**config.mk**
```make
export PLATFORM = sky130hd
export DESIGN_NAME = mc_ctrl_fsm
export DESIGN_NICKNAME = d
export VERILOG_FILES = /design/src/rtl/mc_ctrl_fsm_pkg.sv /design/src/rtl/mc_branch_eval.sv /design/src/rtl/mc_ctrl_fsm.sv
export SDC_FILE = /design/constraint.sdc
export NUM_CORES = 1
export LEC_CHECK = 0
export CAP_MARGIN = 30
export CORE_MARGIN = 2
export CORE_UTILIZATION = 50
export CTS_CLUSTER_DIAMETER = 50
export DETAILED_ROUTE_END_ITERATION = 16
export DONT_BUFFER_PORTS = 1
export PLACE_DENSITY = 0.69
export SYNTH_ARGS = -nofsm -noshare
export SYNTH_HDL_FRONTEND = slang
export SYNTH_SLANG_ARGS = --single-unit
```
**constraint.sdc**
```tcl
create_clock -name clk -period 2 [get_ports clk]
set_input_delay 0.4 -clock clk [delete_from_list [all_inputs] [get_ports clk]]
set_output_delay 0.4 -clock clk [all_outputs]
set_load 0.005 [all_outputs]
```
**src/rtl/mc_ctrl_fsm_pkg.sv**
```systemverilog
// Shared opcode/funct3 encodings, FSM state type and control-word layout.
// Latency: n/a (types, constants and pure decode functions only).
// Backpressure: n/a.
//
// Imported by mc_ctrl_fsm and mc_branch_eval.
package mc_ctrl_fsm_pkg;

  // RV32I base opcodes accepted by the sequencer
  localparam logic [6:0] OP_LUI    = 7'b0110111;
  localparam logic [6:0] OP_AUIPC  = 7'b0010111;
  localparam logic [6:0] OP_JAL    = 7'b1101111;
  localparam logic [6:0] OP_JALR   = 7'b1100111;
  localparam logic [6:0] OP_BRANCH = 7'b1100011;
  localparam logic [6:0] OP_LOAD   = 7'b0000011;
  localparam logic [6:0] OP_STORE  = 7'b0100011;
  localparam logic [6:0] OP_IMM    = 7'b0010011;
  localparam logic [6:0] OP_REG    = 7'b0110011;

  // Branch funct3 encodings
  localparam logic [2:0] F3_BEQ  = 3'b000;
  localparam logic [2:0] F3_BNE  = 3'b001;
  localparam logic [2:0] F3_BLT  = 3'b100;
  localparam logic [2:0] F3_BGE  = 3'b101;
  localparam logic [2:0] F3_BLTU = 3'b110;
  localparam logic [2:0] F3_BGEU = 3'b111;

  // PC source select
  localparam logic [1:0] PC_SRC_SEQ = 2'b00;  // pc + 4
  localparam logic [1:0] PC_SRC_REL = 2'b01;  // pc + imm
  localparam logic [1:0] PC_SRC_REG = 2'b10;  // (rs1 + imm) & ~1

  localparam logic [1:0] MEM_SIZE_WORD = 2'b10;

  typedef enum logic [2:0] {
    STATE_FETCH,
    STATE_DECODE,
    STATE_EXEC,
    STATE_MEM,
    STATE_WB,
    STATE_TRAP
  } state_e;

  // Registered control word. br_eval and st_exit mark phases whose final
  // pc_src / pc_write depend on same-cycle inputs (ALU flags, mem_ready).
  typedef struct packed {
    logic       pc_write;
    logic [1:0] pc_src;
    logic       reg_write;
    logic       mem_req;
    logic       mem_we;
    logic [1:0] mem_size;
    logic       mem_unsigned;
    logic       instr_done;
    logic       br_eval;
    logic       st_exit;
  } ctl_t;

  function automatic logic op_legal(input logic [6:0] op);
    case (op)
      OP_LUI, OP_AUIPC, OP_JAL, OP_JALR, OP_BRANCH,
      OP_LOAD, OP_STORE, OP_IMM, OP_REG: return 1'b1;
      default:                           return 1'b0;
    endcase
  endfunction

  // Control word for the cycle spent in state s, given the instruction's
  // opcode and funct3.
  function automatic ctl_t ctl_decode(input state_e s, input logic [6:0] op,
                                      input logic [2:0] f3);
    ctl_t c;
    c = '0;
    case (s)
      STATE_FETCH: begin
        c.mem_req  = 1'b1;
        c.mem_size = MEM_SIZE_WORD;
      end
      STATE_EXEC: begin
        case (op)
          OP_BRANCH: begin
            c.pc_write   = 1'b1;
            c.br_eval    = 1'b1;
            c.instr_done = 1'b1;
          end
          OP_JAL, OP_JALR: begin
            c.reg_write  = 1'b1;
            c.pc_write   = 1'b1;
            c.pc_src     = (op == OP_JAL) ? PC_SRC_REL : PC_SRC_REG;
            c.instr_done = 1'b1;
          end
          default: ;
        endcase
      end
      STATE_MEM: begin
        c.mem_req      = 1'b1;
        c.mem_we       = (op == OP_STORE);
        c.mem_size     = f3[1:0];
        c.mem_unsigned = f3[2];
        c.st_exit      = (op == OP_STORE);
      end
      STATE_WB: begin
        c.reg_write  = 1'b1;
        c.pc_write   = 1'b1;
        c.instr_done = 1'b1;
      end
      default: ;
    endcase
    return c;
  endfunction

endpackage

```
**src/rtl/mc_branch_eval.sv**
```systemverilog
// Branch-taken evaluation from funct3 and ALU compare flags.
// Latency: combinational.
// Backpressure: none.
//
// Ports: funct3 (branch kind), zero/lt/ltu (ALU flags) -> taken.
module mc_branch_eval
  import mc_ctrl_fsm_pkg::*;
(
  input  logic [2:0] funct3,
  input  logic       zero,
  input  logic       lt,
  input  logic       ltu,
  output logic       taken
);

  always_comb begin
    taken = 1'b0;
    case (funct3)
      F3_BEQ:  taken = zero;
      F3_BNE:  taken = !zero;
      F3_BLT:  taken = lt;
      F3_BGE:  taken = !lt;
      F3_BLTU: taken = ltu;
      F3_BGEU: taken = !ltu;
      default: taken = 1'b0;  // 010/011 never branch
    endcase
  end

endmodule

```
**src/rtl/mc_ctrl_fsm.sv**
```systemverilog
// Multi-cycle RV32I control sequencer: FETCH/DECODE/EXEC/MEM/WB, sticky TRAP.
// Latency: branch/jump 3, ALU 4, store 4, load 5 cycles with mem_ready=1.
// Backpressure: FETCH/MEM hold on mem_ready; MEM_TIMEOUT idle cycles -> TRAP.
//
// Ports: clk/rst (sync, active-high); opcode/funct3 from IR; zero/lt/ltu
// from ALU; mem_ready from memory. Outputs drive PC/IR/regfile enables,
// the memory request, retire pulse, sticky illegal/bus_err flags.
// Optional macro MC_PERF_CNT_EN enables cycle_cnt/instret_cnt counters.
module mc_ctrl_fsm
  import mc_ctrl_fsm_pkg::*;
#(
  parameter int unsigned MEM_TIMEOUT = 16,
  parameter int unsigned CNT_W       = 32
) (
  input  logic             clk,
  input  logic             rst,
  input  logic [6:0]       opcode,
  input  logic [2:0]       funct3,
  input  logic             zero,
  input  logic             lt,
  input  logic             ltu,
  input  logic             mem_ready,
  output logic             pc_write,
  output logic [1:0]       pc_src,
  output logic             ir_write,
  output logic             reg_write,
  output logic             mem_req,
  output logic             mem_we,
  output logic [1:0]       mem_size,
  output logic             mem_unsigned,
  output logic             instr_done,
  output logic             illegal,
  output logic             bus_err,
  output logic [CNT_W-1:0] cycle_cnt,
  output logic [CNT_W-1:0] instret_cnt
);

  // Wait counter holds 0..MEM_TIMEOUT-1; the wait that would reach
  // MEM_TIMEOUT traps instead of counting.
  localparam int unsigned WAIT_W = (MEM_TIMEOUT > 1) ? $clog2(MEM_TIMEOUT) : 1;
  localparam logic [WAIT_W-1:0] WAIT_LAST =
    WAIT_W'((MEM_TIMEOUT == 0) ? 0 : MEM_TIMEOUT - 1);

  state_e            state;
  state_e            nxt;
  ctl_t              ctl_q;
  ctl_t              ctl_nxt;
  logic [6:0]        op_q;
  logic [2:0]        f3_q;
  logic [6:0]        op_sel;
  logic [2:0]        f3_sel;
  logic [WAIT_W-1:0] wait_cnt;
  logic              illegal_q;
  logic              bus_err_q;
  logic              mem_ack;
  logic              timeout_hit;
  logic              taken;

  mc_branch_eval u_branch_eval (
    .funct3 (f3_q),
    .zero   (zero),
    .lt     (lt),
    .ltu    (ltu),
    .taken  (taken)
  );

  // A handshake only counts while a request is actually being driven; this
  // also keeps the post-reset idle cycle from consuming a stray mem_ready.
  assign mem_ack     = ctl_q.mem_req && mem_ready;
  assign timeout_hit = (MEM_TIMEOUT != 0) && ctl_q.mem_req && !mem_ready &&
                       (wait_cnt == WAIT_LAST);

  // The DECODE exit is the only transition that needs the live IR fields;
  // later phases use the copy latched at DECODE.
  assign op_sel = (state == STATE_DECODE) ? opcode : op_q;
  assign f3_sel = (state == STATE_DECODE) ? funct3 : f3_q;

  always_comb begin
    nxt = state;
    case (state)
      STATE_FETCH: begin
        if (mem_ack)          nxt = STATE_DECODE;
        else if (timeout_hit) nxt = STATE_TRAP;
      end
      STATE_DECODE: nxt = op_legal(opcode) ? STATE_EXEC : STATE_TRAP;
      STATE_EXEC: begin
        case (op_q)
          OP_BRANCH, OP_JAL, OP_JALR: nxt = STATE_FETCH;
          OP_LOAD, OP_STORE:          nxt = STATE_MEM;
          default:                    nxt = STATE_WB;
        endcase
      end
      STATE_MEM: begin
        if (mem_ack)          nxt = (op_q == OP_LOAD) ? STATE_WB : STATE_FETCH;
        else if (timeout_hit) nxt = STATE_TRAP;
      end
      STATE_WB: nxt = STATE_FETCH;
      default:  nxt = STATE_TRAP;
    endcase
  end

  // Control word is registered alongside the state so every Moore output
  // comes straight from a flop.
  assign ctl_nxt = ctl_decode(nxt, op_sel, f3_sel);

  always_ff @(posedge clk) begin
    if (rst) begin
      state     <= STATE_FETCH;
      ctl_q     <= '0;
      op_q      <= '0;
      f3_q      <= '0;
      wait_cnt  <= '0;
      illegal_q <= 1'b0;
      bus_err_q <= 1'b0;
    end else begin
      state <= nxt;
      ctl_q <= ctl_nxt;
      if (state == STATE_DECODE) begin
        op_q <= opcode;
        f3_q <= funct3;
        if (!op_legal(opcode)) illegal_q <= 1'b1;
      end
      if (nxt != state)
        wait_cnt <= '0;
      else if (ctl_q.mem_req && !mem_ready)
        wait_cnt <= wait_cnt + WAIT_W'(1);
      if (timeout_hit) bus_err_q <= 1'b1;
    end
  end

  // Store completion retires on the ready cycle itself.
  assign pc_write     = ctl_q.pc_write || (ctl_q.st_exit && mem_ready);
  assign instr_done   = ctl_q.instr_done || (ctl_q.st_exit && mem_ready);
  assign pc_src       = ctl_q.br_eval ? (taken ? PC_SRC_REL : PC_SRC_SEQ)
                                      : ctl_q.pc_src;
  assign ir_write     = mem_ack && (state == STATE_FETCH);
  assign reg_write    = ctl_q.reg_write;
  assign mem_req      = ctl_q.mem_req;
  assign mem_we       = ctl_q.mem_we;
  assign mem_size     = ctl_q.mem_size;
  assign mem_unsigned = ctl_q.mem_unsigned;
  assign illegal      = illegal_q;
  assign bus_err      = bus_err_q;

`ifdef MC_PERF_CNT_EN
  logic [CNT_W-1:0] cycle_q;
  logic [CNT_W-1:0] instret_q;

  // The FETCH cycle without a request is the recovery cycle after reset and
  // is treated as part of reset.
  always_ff @(posedge clk) begin
    if (rst) begin
      cycle_q   <= '0;
      instret_q <= '0;
    end else begin
      if (state != STATE_TRAP && !(state == STATE_FETCH && !ctl_q.mem_req))
        cycle_q <= cycle_q + CNT_W'(1);
      if (instr_done)
        instret_q <= instret_q + CNT_W'(1);
    end
  end

  assign cycle_cnt   = cycle_q;
  assign instret_cnt = instret_q;
`else
  assign cycle_cnt   = '0;
  assign instret_cnt = '0;
`endif

endmodule

```
==> results of run 1 <==
-- placed cells by master, fill, tap and decap left out, types with 2 or more instances in the layout --
| cell type | count |
|---|---|
| conb_1 | 64 |
| dfxtp_1 | 29 |
| nand2_1 | 27 |
| a21oi_1 | 16 |
| nor2_1 | 15 |
| inv_1 | 7 |
| clkbuf_8 | 7 |
| o21ai_0 | 6 |
| buf_4 | 6 |
| and2_1 | 5 |
| mux2i_1 | 4 |
| nor3_1 | 4 |
| o22ai_1 | 4 |
| nor4_1 | 4 |
| xnor2_1 | 3 |
| a21o_1 | 3 |
| nor2b_1 | 3 |
| nand4_1 | 3 |
| and3_1 | 2 |
| o21a_1 | 2 |
| xor2_1 | 2 |
| o211ai_1 | 2 |
| nand3_1 | 2 |
| a31oi_1 | 2 |
| o31ai_1 | 2 |
-- where the power goes --
group / total [mW] / internal (mW) / switching (mW)
clock: 0.522 / 0.310 / 0.212
sequential: 0.786 / 0.683 / 0.102
combinational: 0.589 / 0.240 / 0.349
-- cell families after synthesis --
| group | after synthesis |
|---|---|
| flops | 29 |
| fa+ha+maj | 1 |
| buf+inv | 79 |
| mux | 4 |
| compound gates | 41 |
| other cells | 1 |
| simple gates | 75 |
| xor+xnor | 5 |
-- final timing paths --
check                                  from       end  slack [ps]  cells past startpoint
worst min register to register      op_q[0]   op_q[0]         450                      2
worst max register to register  wait_cnt[0]  ctl_q[0]         120                      6
worst max-delay path            wait_cnt[0]  ctl_q[0]         120                      6
worst min-delay path                    rst   op_q[1]         190                      1
-- cell type report --
class / instances / area (um2) / area share, %
inverter: 7 / 26.28 / 1.465
sequential: 29 / 580.6 / 32.38
timing repair buffer: 6 / 45.04 / 2.512
multi-input combinational: 190 / 979.7 / 54.64
tap: 48 / 60.06 / 3.350
clock buffer: 7 / 96.34 / 5.373
clock inverter: 1 / 5.005 / 0.2791
-- metal layers --
| metal | up-vias | wire (um) | global-route usage [%] |
|---|---|---|---|
| met3 | 6 | 346 | 6.336 |
| met1 | 621 | 1361 | 19.41 |
| met5 | - | 0 | 0 |
| li1 | 672 | - | - |
| met2 | 73 | 1648 | 27.55 |
| met4 | 0 | 52 | 7.031 |
-- stage by stage --
step / hold slack, ps / instance area, um2 / instances
2_1_floorplan: 432.0 / 2123 / 298
3_3_place_gp: 435.2 / 1692 / 280
3_5_place_dp: 445.3 / 1692 / 280
4_1_cts: 173.1 / 1793 / 288
5_1_grt: 176.3 / 1793 / 288
6_report: 186.6 / 1793 / 288
-- flip-flops by register name (all words and copies together) (netlist names) --
| name | cells |
|---|---|
| op_q | 7 |
| ctl_q | 5 |
| wait_cnt | 4 |
| f3_q | 3 |
| state | 3 |
| mem_size | 2 |
| bus_err | 1 |
| illegal | 1 |
| mem_req | 1 |
| mem_unsigned | 1 |
| reg_write | 1 |
==> flow_summary.rst, run 1 <==
.. list-table::
   :header-rows: 1

   * - Metric
     - Value
   * - Per-cell routed wire length
     - 11.83 um
   * - Critical Path Slowest Stage Cell
     - or4_1
   * - Die Ht
     - 65.43 um
   * - Clock Pin Slew Worst Setup and Hold Paths
     - approximately 60 ps
   * - Most common cell in the synthesized netlist
     - buf_4
   * - Total global routing track utilization
     - ~17%
   * - Hold WC Path Type
     - input pin to register
   * - Power density normalized to cell area
     - 1058 nW/um2
   * - Minimum setup slack after placement
     - 133.0 ps
   * - Largest family of logic cells by synthesized area
     - buffers and inverters
   * - Largest fanout of any net on the critical path
     - 3
   * - RSZ-0062 raised after global routing
     - no
   * - Critical path type
     - register to register
   * - Clock latency of the later-clocked register in the worst-skew pair
     - 280 ps
   * - Total via count in the routed design
     - 1,372
   * - Synth warnings
     - 0
   * - Number of buffer and inverter stages on the critical path
     - 0
   * - Fin nets
     - 256
   * - Number of library cell types mapped by synthesis
     - just over 40
   * - Remaining antenna violation count after routing
     - 0
   * - IR drop worst, VDD
     - around 480 uV
   * - Core utilization of the finished layout
     - 49.35%
   * - Sink count of the clock tree
     - 29
   * - Overflow left after global routing
     - 0
   * - Synth async-reset ratio
     - 0%
   * - Data required time of the critical path
     - 2190 ps
   * - Fill cells
     - 381
   * - Synth Instances
     - about 240
   * - Num CTS Buffers
     - 5
   * - TritonRoute pass-1 iters
     - 4
   * - Quantity of I/O buffers inserted on ports
     - 0
   * - CP Data Arrival Time
     - 2070 ps
   * - Final setup violation count
     - 0
   * - Starting Density
     - 51.93%
   * - Hold buffer count at CTS
     - 0
   * - Vias in the first global route
     - ~1,200
   * - Reported leakage power
     - between 0.8 and 0.9 nW
   * - Worst setup EP type
     - register
   * - Worst Clk Skew
     - 2.368 ps
   * - H-tree levels
     - 2
   * - Ranking of synthesized cells by instance count
     - buf_4, dfxtp_1, nand2_1
   * - Final clock period utilization by the worst path
     - between 90% and 100%
   * - Critical path launch point type
     - register
   * - Number of resized instances in the post-cts repair step
     - 0
   * - Core Region
     - 3633 um2
   * - Die outline width
     - 65.43 um
   * - Top-level port count
     - 93
   * - Flip-flop and latch count after synthesis
     - 29
   * - Final weighted congestion in routability-driven placement
     - 0.8768
   * - Standard-cell row count
     - 22
   * - Number of flops mapped to enable cells by yosys
     - 0
   * - Adder-cell area share of the yosys netlist
     - 0.6631%
   * - Final Max Tran Viols
     - 0
   * - Synth Area in Compound Gates
     - 13.73%
   * - Min Clock Period, post-route
     - 1884 ps
   * - CTS root buffer
     - clkbuf_8
   * - Cells along the critical path
     - ha_1 > and3_1 > o21a_1 > o22ai_1 > or4_1 > nor4_1
   * - Post-route DRC violation count
     - 0
   * - TritonCTS clock tree
     - done
   * - Number of maximum-capacitance constraint violations
     - 0
   * - Post-synthesis simple-gate area fraction
     - about 20%
   * - Global-route wire length before repair
     - 5.457 mm
   * - Total wirelength of the detailed-routed design
     - 3.408 mm
   * - Max clock buf depth
     - 2
   * - Number of vias per cell
     - ~4.8
   * - Mux share of post-synthesis cell area
     - under 10%
   * - Initial drt markers
     - 59
   * - Setup Fix Bufs, Post-CTS
     - 0
   * - Maximum cell stage delay along the critical path
     - between 500 and 600 ps
   * - Dominant register cell in the synthesized netlist
     - dfxtp_1
   * - Highest attainable clock frequency
     - 530.7 MHz
   * - Syn avg cell area
     - 8.029 um2
   * - Cell types occupying the most area after synthesis
     - dfxtp_1, buf_4, nand2_1, a21oi_1, nor2_1
   * - Sum of negative setup slack
     - 0 ps
   * - Die footprint
     - approximately 4300 um2
   * - Antenna diodes
     - 0
   * - Family with the most delay on the worst path
     - simple AND/OR/NAND/NOR gates
   * - Initial antenna violation count
     - 0
   * - Area share of the leading cell type in the synthesized netlist
     - 30.77%
   * - Result of the run
     - finished clean
   * - Proportion of synthesized chip area in sequential cells
     - 30.77%
   * - Share of post-route cells with drive strength above 1
     - 7.500%
   * - Pin count of the biggest net entering global routing
     - 18
   * - Cell taking the most area after synthesis
     - dfxtp_1
   * - Synth Area in XOR/XNOR
     - 2.321%
   * - Netlist area before placement
     - 1887 um2
   * - Post-synthesis to final-layout area growth
     - -4.973%
   * - Hold violation total from the final report
     - 0
   * - DPL Wire Length
     - ~2.7 mm
   * - Setup ws final
     - 115.8 ps
   * - Final Power
     - between 1.5 and 2 mW
Power figures use the tool's default switching activity.
==> run 2: changes to the inputs <==
- REMOVE_ABC_BUFFERS: not set -> 1
==> flow_summary.rst, run 2 (synthesized netlist as in run 1, its figures left out) <==
.. list-table::
   :header-rows: 1

   * - Metric
     - Value
   * - Global routing met3 resource utilization
     - 4.966% (-1.4 points)
   * - Final Max Tran Viols
     - 0 (unchanged)
   * - RSZ-0062 raised after global routing
     - no
   * - Die Ht
     - 65.43 um (unchanged)
   * - Worst setup EP type
     - register
   * - Num CTS Buffers
     - 5 (unchanged)
   * - Share of post-route cells with drive strength above 1
     - 8.368% (+0.87 points)
   * - Most crowded layer after global routing
     - met2
   * - Die outline width
     - 65.43 um (unchanged)
   * - Data required time of the critical path
     - 2200 ps (about the same)
   * - H-tree levels
     - 2 (unchanged)
   * - Hold violation total from the final report
     - 0 (unchanged)
   * - Final worst hold slack
     - 170.1 ps (-16.50 ps)
   * - Global routing usage on met1
     - 18.40% (-1.0 points)
   * - Quantity of I/O buffers inserted on ports
     - 0 (unchanged)
   * - Total wirelength of the detailed-routed design
     - 3.326 mm (-2.4%)
   * - Fill cells
     - 377 (-1.0%)
   * - Vias in the first global route
     - 1,215 (-0.16%)
   * - Initial drt markers
     - 28 (-53%)
   * - Commonest non-fill, non-tap cell in the layout
     - conb_1
   * - Antenna diodes
     - 0 (unchanged)
   * - Worst Clk Skew
     - 8.933 ps (+6.565 ps)
   * - Largest registers in the final layout
     - op_q: 7 flops, ctl_q: 5 flops, wait_cnt: 4 flops
   * - IR drop worst, VDD
     - 487.4 uV (+2.2%)
   * - Largest fanout of any net on the critical path
     - 3 (unchanged)
   * - Core utilization of the finished layout
     - 49.66% (+0.31 points)
   * - Post-route DRC violation count
     - 0 (unchanged)
   * - Cells along the critical path
     - ha_2 > and3_1 > o21a_1 > o22ai_1 > or4_4 > nor4_1
   * - Pin count of the biggest net entering global routing
     - 18 (unchanged)
   * - Final setup violation count
     - 0 (unchanged)
   * - Number of buffer and inverter stages on the critical path
     - 0 (unchanged)
   * - Global-route wire length before repair
     - 5.168 mm (-5.3%)
   * - Top-level port count
     - 93 (unchanged)
   * - Largest reg by FF count
     - op_q
   * - Clock latency of the later-clocked register in the worst-skew pair
     - 290 ps (about the same)
   * - Number of maximum-capacitance constraint violations
     - 0 (unchanged)
   * - TritonCTS clock tree
     - done
   * - Remaining antenna violation count after routing
     - 0 (unchanged)
   * - Highest attainable clock frequency
     - 532.7 MHz (+0.37%)
   * - Sink count of the clock tree
     - 29 (unchanged)
   * - DPL Wire Length
     - 2.532 mm (-4.7%)
   * - Max clock buf depth
     - 2 (unchanged)
   * - Starting Density
     - 51.93% (unchanged)
   * - Total global routing track utilization
     - 15.85% (-0.89 points)
   * - Hold WC Path Type
     - input pin to register
   * - DP Area
     - 1684 um2 (-0.44%)
   * - Total via count in the routed design
     - 1,344 (-2.0%)
   * - Power density normalized to cell area
     - 1062 nW/um2 (+0.44%)
   * - Per-cell routed wire length
     - 11.59 um (-2.1%)
   * - Family with the most delay on the worst path
     - simple AND/OR/NAND/NOR gates
   * - Clock Pin Slew Worst Setup and Hold Paths
     - 70 ps (about the same)
   * - Hold buffer count at CTS
     - 0 (unchanged)
   * - Final clock period utilization by the worst path
     - 93.87% (-0.35 points)
   * - Critical path type
     - register to register
   * - Reported leakage power
     - 0.8026 nW (-0.66%)
   * - Met2 Resource Use GR
     - 26.15% (-1.4 points)
   * - Post-synthesis to final-layout area growth
     - -4.377%
   * - CTS root buffer
     - clkbuf_8
   * - Standard-cell row count
     - 22 (unchanged)
   * - Die footprint
     - 4281 um2 (unchanged)
   * - Critical path launch point type
     - register
   * - Min Clock Period, post-route
     - 1877 ps (-6.911 ps)
   * - Final weighted congestion in routability-driven placement
     - 0.8771 (about the same)
   * - Sum of negative setup slack
     - 0 ps (unchanged)
   * - CP Data Arrival Time
     - 2070 ps (about the same)
   * - Number of vias per cell
     - 4.683 (-1.7%)
   * - Critical Path Slowest Stage Cell
     - or4_4
   * - Flip-flop count of the largest register after layout
     - 7 (unchanged)
   * - TritonRoute pass-1 iters
     - 4 (unchanged)
   * - Fin nets
     - 255 (-0.39%)
   * - Core Region
     - 3633 um2 (unchanged)
   * - Overflow left after global routing
     - 0 (unchanged)
   * - Maximum cell stage delay along the critical path
     - 500 ps (about the same)
   * - Initial antenna violation count
     - 0 (unchanged)
   * - Result of the run
     - finished clean
   * - Final Instance Area
     - 1804 um2 (+0.63%)
   * - Commonest non-fill, non-tap cells in the layout
     - conb_1, dfxtp_1, nand2_1
-- run 2: through the flow --
| stage | std cells | setup slack [ps] | power (mW) |
|---|---|---|---|
| 2_1_floorplan | 226 | 265.9 | 1.206 |
| 3_3_place_gp | 279 | 95.21 | 1.354 |
| 3_5_place_dp | 279 | 36.41 | 1.360 |
| 4_1_cts | 287 | 0.1019 | 1.896 |
| 5_1_grt | 287 | 19.18 | 2.052 |
| 6_report | 287 | 122.7 | 1.917 |
-- run 2: where the power goes --
part / internal (mW) / total, mW / leakage (nW) / switching, mW
Clock: 0.310 / 0.533 / 0.0542 / 0.223
Sequential: 0.684 / 0.786 / 0.236 / 0.101
Combinational: 0.247 / 0.598 / 0.512 / 0.350
-- run 2: final timing paths --
kind,from,to,slack (ps),depth (start not counted)
max reg2reg,wait_cnt[1],ctl_q[0],120,6
max,wait_cnt[1],ctl_q[0],120,6
min,rst,op_q[5],170,1
min reg2reg,op_q[1],op_q[1],440,2
-- run 2: layout make-up --
| cell class | instances | area (um2) | area share (%) |
|---|---|---|---|
| multi-input cells | 190 | 997.2 | 55.27 |
| flip-flops and latches | 29 | 581.8 | 32.25 |
| clock buffers | 7 | 96.34 | 5.340 |
| well taps | 48 | 60.06 | 3.329 |
| repair buffers | 5 | 37.54 | 2.080 |
| inverters | 7 | 26.28 | 1.456 |
| clock inverters | 1 | 5.005 | 0.2774 |
-- run 2: routing by layer --
metal | routed length [um] | up-vias
li1 | - | 670
met5 | 0 | -
met2 | 1594 | 56
met3 | 255 | 7
met1 | 1407 | 611
met4 | 68 | 0
-- run 2: worst register-to-register path, delay by kind of cell (launching register included) --
family	cells	cell delay, ps
simple gates	3	950
flops	1	350
compound gates	2	280
fa+ha+maj	1	200
-- run 2: what timing repair did --
action	CTS	global route
resized for setup	0	4
endpoints found under the hold margin	0	0
endpoints found under the setup margin	0	8
setup buffers	0	0
==> run 3: changes to the inputs <==
- CTS_CLUSTER_SIZE: not set -> 10
==> results of run 3 <==
The final DEF is identical to that of run 2; final timing and power are the same.
